`config.mk`:
```
export PLATFORM = sky130hd
export DESIGN_NAME = lsu_mem_issue
export DESIGN_NICKNAME = d
export VERILOG_FILES = /design/src/rtl/lsu_mem_issue.sv
export SDC_FILE = /design/constraint.sdc
export NUM_CORES = 1
export LEC_CHECK = 0
export ABC_CLOCK_PERIOD_IN_PS = 11500
export CORE_MARGIN = 2
export CORE_UTILIZATION = 35
export DETAILED_ROUTE_END_ITERATION = 7
export GPL_TIMING_DRIVEN = 0
export PLACE_DENSITY = 0.68
export SETUP_SLACK_MARGIN = 0.4
export SLEW_MARGIN = 20
export SYNTH_ARGS = -nofsm -noshare
export SYNTH_HDL_FRONTEND = slang
export SYNTH_SLANG_ARGS = --single-unit
```
`constraint.sdc`:
```
create_clock -name clk_i -period 11.5 [get_ports clk_i]
set_input_delay 1.725 -clock clk_i [delete_from_list [all_inputs] [get_ports clk_i]]
set_output_delay 1.725 -clock clk_i [all_outputs]
set_load 0.05 [all_outputs]
```
`src/rtl/lsu_mem_issue.sv`:
```
// LSU memory issue stage: pops one packed request from the LSU queue head and issues it on the
// data-memory port. It then waits for the acknowledge and returns a tagged completion to
// writeback. Only one transaction is outstanding at a time. A watchdog turns a lost acknowledge
// into an error completion.
module lsu_mem_issue #(
  parameter int unsigned ADDR_W  = 32,
  parameter int unsigned DATA_W  = 32,
  parameter int unsigned TAG_W   = 4,
  parameter int unsigned REQ_W   = 1 + TAG_W + DATA_W / 8 + ADDR_W + DATA_W,
  parameter int unsigned TIMEOUT = 255
) (
  input  logic                clk_i,
  input  logic                rst_i,
  // request queue head
  input  logic [REQ_W-1:0]    q_data_i,
  input  logic                q_valid_i,
  output logic                q_pop_o,
  // data-memory port
  output logic [ADDR_W-1:0]   mem_addr_o,
  output logic [DATA_W-1:0]   mem_wdata_o,
  output logic [DATA_W/8-1:0] mem_mask_o,
  output logic                mem_wr_o,
  output logic                mem_req_o,
  input  logic                mem_accept_i,
  input  logic                mem_ack_i,
  input  logic [DATA_W-1:0]   mem_rdata_i,
  input  logic                mem_error_i,
  // completion to writeback
  output logic                resp_valid_o,
  input  logic                resp_ready_i,
  output logic [TAG_W-1:0]    resp_tag_o,
  output logic [DATA_W-1:0]   resp_data_o,
  output logic                resp_wr_o,
  output logic                resp_error_o,
  output logic                busy_o
);

  localparam int unsigned MaskW   = DATA_W / 8;
  // Field positions inside the packed request {wr, tag, mask, addr, wdata}
  localparam int unsigned AddrLsb = DATA_W;
  localparam int unsigned MaskLsb = AddrLsb + ADDR_W;
  localparam int unsigned TagLsb  = MaskLsb + MaskW;
  localparam int unsigned WrBit   = TagLsb + TAG_W;

  localparam logic [15:0] TimeoutLast = 16'(TIMEOUT - 1);

  typedef enum logic [1:0] {
    StIdle,
    StReq,
    StWait,
    StResp
  } state_e;

  state_e              state_q, state_d;
  logic [15:0]         wd_q, wd_d;

  logic                req_wr_q;
  logic [TAG_W-1:0]    req_tag_q;
  logic [MaskW-1:0]    req_mask_q;
  logic [ADDR_W-1:0]   req_addr_q;
  logic [DATA_W-1:0]   req_wdata_q;

  logic [DATA_W-1:0]   rsp_data_q, rsp_data_d;
  logic                rsp_err_q, rsp_err_d;

  logic                q_wr;
  logic [MaskW-1:0]    q_mask;

  assign q_wr   = q_data_i[WrBit];
  assign q_mask = q_data_i[MaskLsb +: MaskW];

  // Next state, pop strobe, watchdog and response capture
  always_comb begin
    state_d    = state_q;
    wd_d       = wd_q;
    q_pop_o    = 1'b0;
    rsp_data_d = rsp_data_q;
    rsp_err_d  = rsp_err_q;
    unique case (state_q)
      StIdle: begin
        // Gated by reset so the strobe is low while the block is held in reset
        if (q_valid_i && !rst_i) begin
          q_pop_o = 1'b1;
          state_d = StReq;
        end
      end
      StReq: begin
        if (mem_accept_i) begin
          wd_d = '0;
          if (mem_ack_i) begin
            rsp_data_d = (req_wr_q || mem_error_i) ? '0 : mem_rdata_i;
            rsp_err_d  = mem_error_i;
            state_d    = StResp;
          end else begin
            state_d = StWait;
          end
        end
      end
      StWait: begin
        if (mem_ack_i) begin
          rsp_data_d = (req_wr_q || mem_error_i) ? '0 : mem_rdata_i;
          rsp_err_d  = mem_error_i;
          state_d    = StResp;
        end else if (wd_q == TimeoutLast) begin
          // Acknowledge presumed lost: complete with an error
          rsp_data_d = '0;
          rsp_err_d  = 1'b1;
          state_d    = StResp;
        end else if (wd_q != 16'hFFFF) begin
          wd_d = wd_q + 16'd1;
        end
      end
      StResp: begin
        if (resp_ready_i) begin
          state_d = StIdle;
        end
      end
      default: state_d = StIdle;
    endcase
  end

  // State and watchdog registers
  always_ff @(posedge clk_i or posedge rst_i) begin
    if (rst_i) begin
      state_q <= StIdle;
      wd_q    <= '0;
    end else begin
      state_q <= state_d;
      wd_q    <= wd_d;
    end
  end

  // Request registers, loaded on pop; loads carry an all-ones byte mask
  always_ff @(posedge clk_i or posedge rst_i) begin
    if (rst_i) begin
      req_wr_q    <= 1'b0;
      req_tag_q   <= '0;
      req_mask_q  <= '0;
      req_addr_q  <= '0;
      req_wdata_q <= '0;
    end else if (q_pop_o) begin
      req_wr_q    <= q_wr;
      req_tag_q   <= q_data_i[TagLsb +: TAG_W];
      req_mask_q  <= q_wr ? q_mask : '1;
      req_addr_q  <= q_data_i[AddrLsb +: ADDR_W];
      req_wdata_q <= q_data_i[DATA_W-1:0];
    end
  end

  // Completion payload registers
  always_ff @(posedge clk_i or posedge rst_i) begin
    if (rst_i) begin
      rsp_data_q <= '0;
      rsp_err_q  <= 1'b0;
    end else begin
      rsp_data_q <= rsp_data_d;
      rsp_err_q  <= rsp_err_d;
    end
  end

  assign mem_req_o    = (state_q == StReq);
  assign mem_addr_o   = req_addr_q;
  assign mem_wdata_o  = req_wdata_q;
  assign mem_mask_o   = req_mask_q;
  assign mem_wr_o     = req_wr_q;

  assign resp_valid_o = (state_q == StResp);
  assign resp_tag_o   = req_tag_q;
  assign resp_data_o  = rsp_data_q;
  assign resp_wr_o    = req_wr_q;
  assign resp_error_o = rsp_err_q;

  assign busy_o       = (state_q != StIdle);

endmodule

```
==> flow_summary.json <==
{
  "outcome": "complete, no violations",
  "p_int_mw": 1.43,
  "cts_tree": "built",
  "syn_area_um2": 5150,
  "hold_depth": 2,
  "clk_pin_slew_ns": 0.05,
  "syn_to_final_growth_pct": 59.8,
  "initial_utilization_pct": 35.7,
  "wl_per_cell_um": 15.8,
  "p_sw_mw": 1.25,
  "gp_congestion": 0.813,
  "rows": 44,
  "start_kind": "input port",
  "clockBufferDepth": 2,
  "grt_start_max_net_pins": 66,
  "layout_commonest_cell": "nand2_1",
  "whs_ns": 0.471,
  "first_pass_iters": 4,
  "synth_area_leaders": "dfrtp_1 60%, nand2_1 17%, a22o_1 6.0%",
  "synthArstFlopShare_pct": 100,
  "synth_edf_count": 0,
  "fmax_mhz": 153,
  "ir_worst_vdd_uv": 183,
  "p_comb_share_pct": 52.6,
  "power.leakage_nw": 3.80,
  "p_clk_share_pct": 20.1,
  "worstReg2RegStart": "state_q[1]$_DFFE_PP0P_",
  "final-setup-viol-count": 0,
  "core_area_um2": 14400,
  "post_cts_buffers": 0,
  "fin_crit_ns": 6.56,
  "vias_per_cell": 4.88,
  "power.switching_fraction_pct": 46.8,
  "cts_resized": 0,
  "rsz0062_at_grt": "false",
  "syn_area_per_cell_um2": 9.73,
  "maxCapViolCount": 0,
  "r2r_slack_ns": 9.08,
  "cts_hold_buf": 0,
  "ys_ff_latch": 124,
  "cp_data_required_time_ns": 9.78,
  "hold_path.startpoint": "mem_wdata_o[9]$_DFFE_PP0P_",
  "die_w_um": 125,
  "stdcell_area_um2": 8220,
  "drv_slew": 0,
  "r2r-end": "wd_q[7]$_DFFE_PP0P_",
  "hold_path_class": "register to register",
  "final_util_pct": 57.0,
  "final_antenna_net_count": 0,
  "synth_cells": 529,
  "grt_pass1_wl_mm": 25.3,
  "overflow": 0,
  "rr_worst_depth": 8,
  "wirelength_mm": 15.3,
  "cts-root-buf": "clkbuf_16",
  "first_iter_violations": 254,
  "drive_above_1_share_pct": 5.99,
  "slew_headroom_pct": 46.2,
  "grt_pass1_vias": 5049,
  "portBuffers": 222,
  "post-route-period-util_pct": 57.0,
  "power_density_nw_per_um2": 326,
  "grt.total_usage_pct": 20.2,
  "mostFrequentLayoutCells": "230 x nand2_1, 222 x clkdlybuf4s50_1, 124 x dfrtp_1",
  "synthesis.nets": 648,
  "drc": 0,
  "dpl_cell_area_um2": 7630,
  "finalHoldViolCount": 0,
  "antenna_found_initial": 0,
  "numCtsBuffers": 17,
  "critPathMaxFanout": 65,
  "synth_top_area_share_pct": 60.3,
  "dp_hpwl_mm": 11.2,
  "synth-warning-count": 0,
  "htreeDepth": 4,
  "holdPathEnd": "mem_wdata_o[9]$_DFFE_PP0P_",
  "worst_pin_slew_ns": 0.807,
  "clkLatencyLatePin_ns": 0.42,
  "pin_count": 223,
  "fin_tns_setup_ns": 0,
  "endpoint_kind": "output pin",
  "diodes": 0,
  "fin_worst_skew_ns": 0.0141,
  "critPathArrivalTime_ns": 4.83,
  "die-height_um": 125,
  "route.vias.total": 4728,
  "synth-seq-area-share_pct": 60.3,
  "synthFlopType": "dfrtp_1",
  "synth_cell_type_count": 50,
  "pwr-share-seq_pct": 27.3,
  "worstSetupPathType": "input port to output pin",
  "dieArea_um2": 15700,
  "finalNetCount": 890,
  "clock-sinks": 124,
  "synth_area_leader_cell": "dfrtp_1"
}
-- logic make-up after synthesis --
family,after synthesis,share of synthesized area [%]
AO/OA/AOI/OAI,77,11.7
adder cells (fa/ha/maj),7,1.70
buffers and inverters,36,2.87
flip-flops,124,60.3
multiplexers,3,0.729
AND/OR/NAND/NOR,282,22.7
-- metal layers --
metal | wire, um | vias up | track usage [%]
met4 | 290 | 0 | 7.45
met3 | 1490 | 26 | 10.0
met1 | 5990 | 2267 | 22.6
li1 | - | 2250 | -
met2 | 7560 | 185 | 33.4
met5 | 0 | - | 0
-- layout make-up --
type | count | area (um^2)
Clock inverter | 11 | 143
Timing Repair Buffer | 223 | 2250
Inverter | 10 | 42.5
Clock buffer | 21 | 450
Multi-Input combinational cell | 369 | 1900
Tap cell | 184 | 230
Sequential cell | 124 | 3100
Buffer | 26 | 110
Fill cell | 1255 | 6200
-- worst max path at each step --
stage	from	end	cells after the start
after floorplan	rst_i	q_pop_o	4
after global placement	rst_i	q_pop_o	6
after detailed placement	rst_i	q_pop_o	7
after CTS	rst_i	q_pop_o	7
after global routing	rst_i	q_pop_o	7
final	rst_i	q_pop_o	7
-- flip-flops by register name, indices dropped and copies added, names as in the netlist --
| name | cells |
|---|---|
| mem_addr_o | 32 |
| mem_wdata_o | 32 |
| resp_data_o | 32 |
| wd_q | 16 |
| mem_mask_o | 4 |
| resp_tag_o | 4 |
| state_q | 2 |
| mem_wr_o | 1 |
| resp_error_o | 1 |
-- power groups by stage --
stage / clock network, mW / logic, mW / registers [mW]
final: 0.540 / 1.41 / 0.731
after floorplan: 0 / 0.312 / 1.32
after CTS: 0.550 / 1.42 / 0.733
after global routing: 0.572 / 1.49 / 0.757
after global placement: 0 / 1.40 / 0.724
after detailed placement: 0 / 1.42 / 0.733
-- cells in the mapped netlist, types with 2 or more instances --
cell      count
nand3_1      10
a31oi_1       8
nand2_1     230
nor2b_1       5
clkbuf_1     20
nor4b_1       2
nand2b_1      4
o21ai_0       6
nor3_1        4
buf_2         4
a41oi_1       2
nor4_1        3
and3_1        2
nand4_1       3
nand4b_1      2
inv_1         9
buf_4         2
dfrtp_1     124
mux2_1        2
nor2_1       10
ha_1          7
a22o_1       35
a21oi_1       8
-- metrics by stage --
step           setup WS, ns  instances  total power [mW]
5_1_grt                4.62        968              2.82
3_5_place_dp           4.82        936              2.15
4_1_cts                4.83        968              2.70
3_3_place_gp           1.33        935              2.12
2_1_floorplan          4.00        529              1.63
6_report               4.94        968              2.68
-- critical path, stage by stage --
cell             delay (ns)
clkdlybuf4s50_1        0.47
inv_6                  0.45
buf_16                 0.35
nand3_1                0.29
inv_2                  0.24
clkbuf_1               0.35
clkdlybuf4s50_1        0.89
No activity file was read; power rests on OpenSTA's default activity.
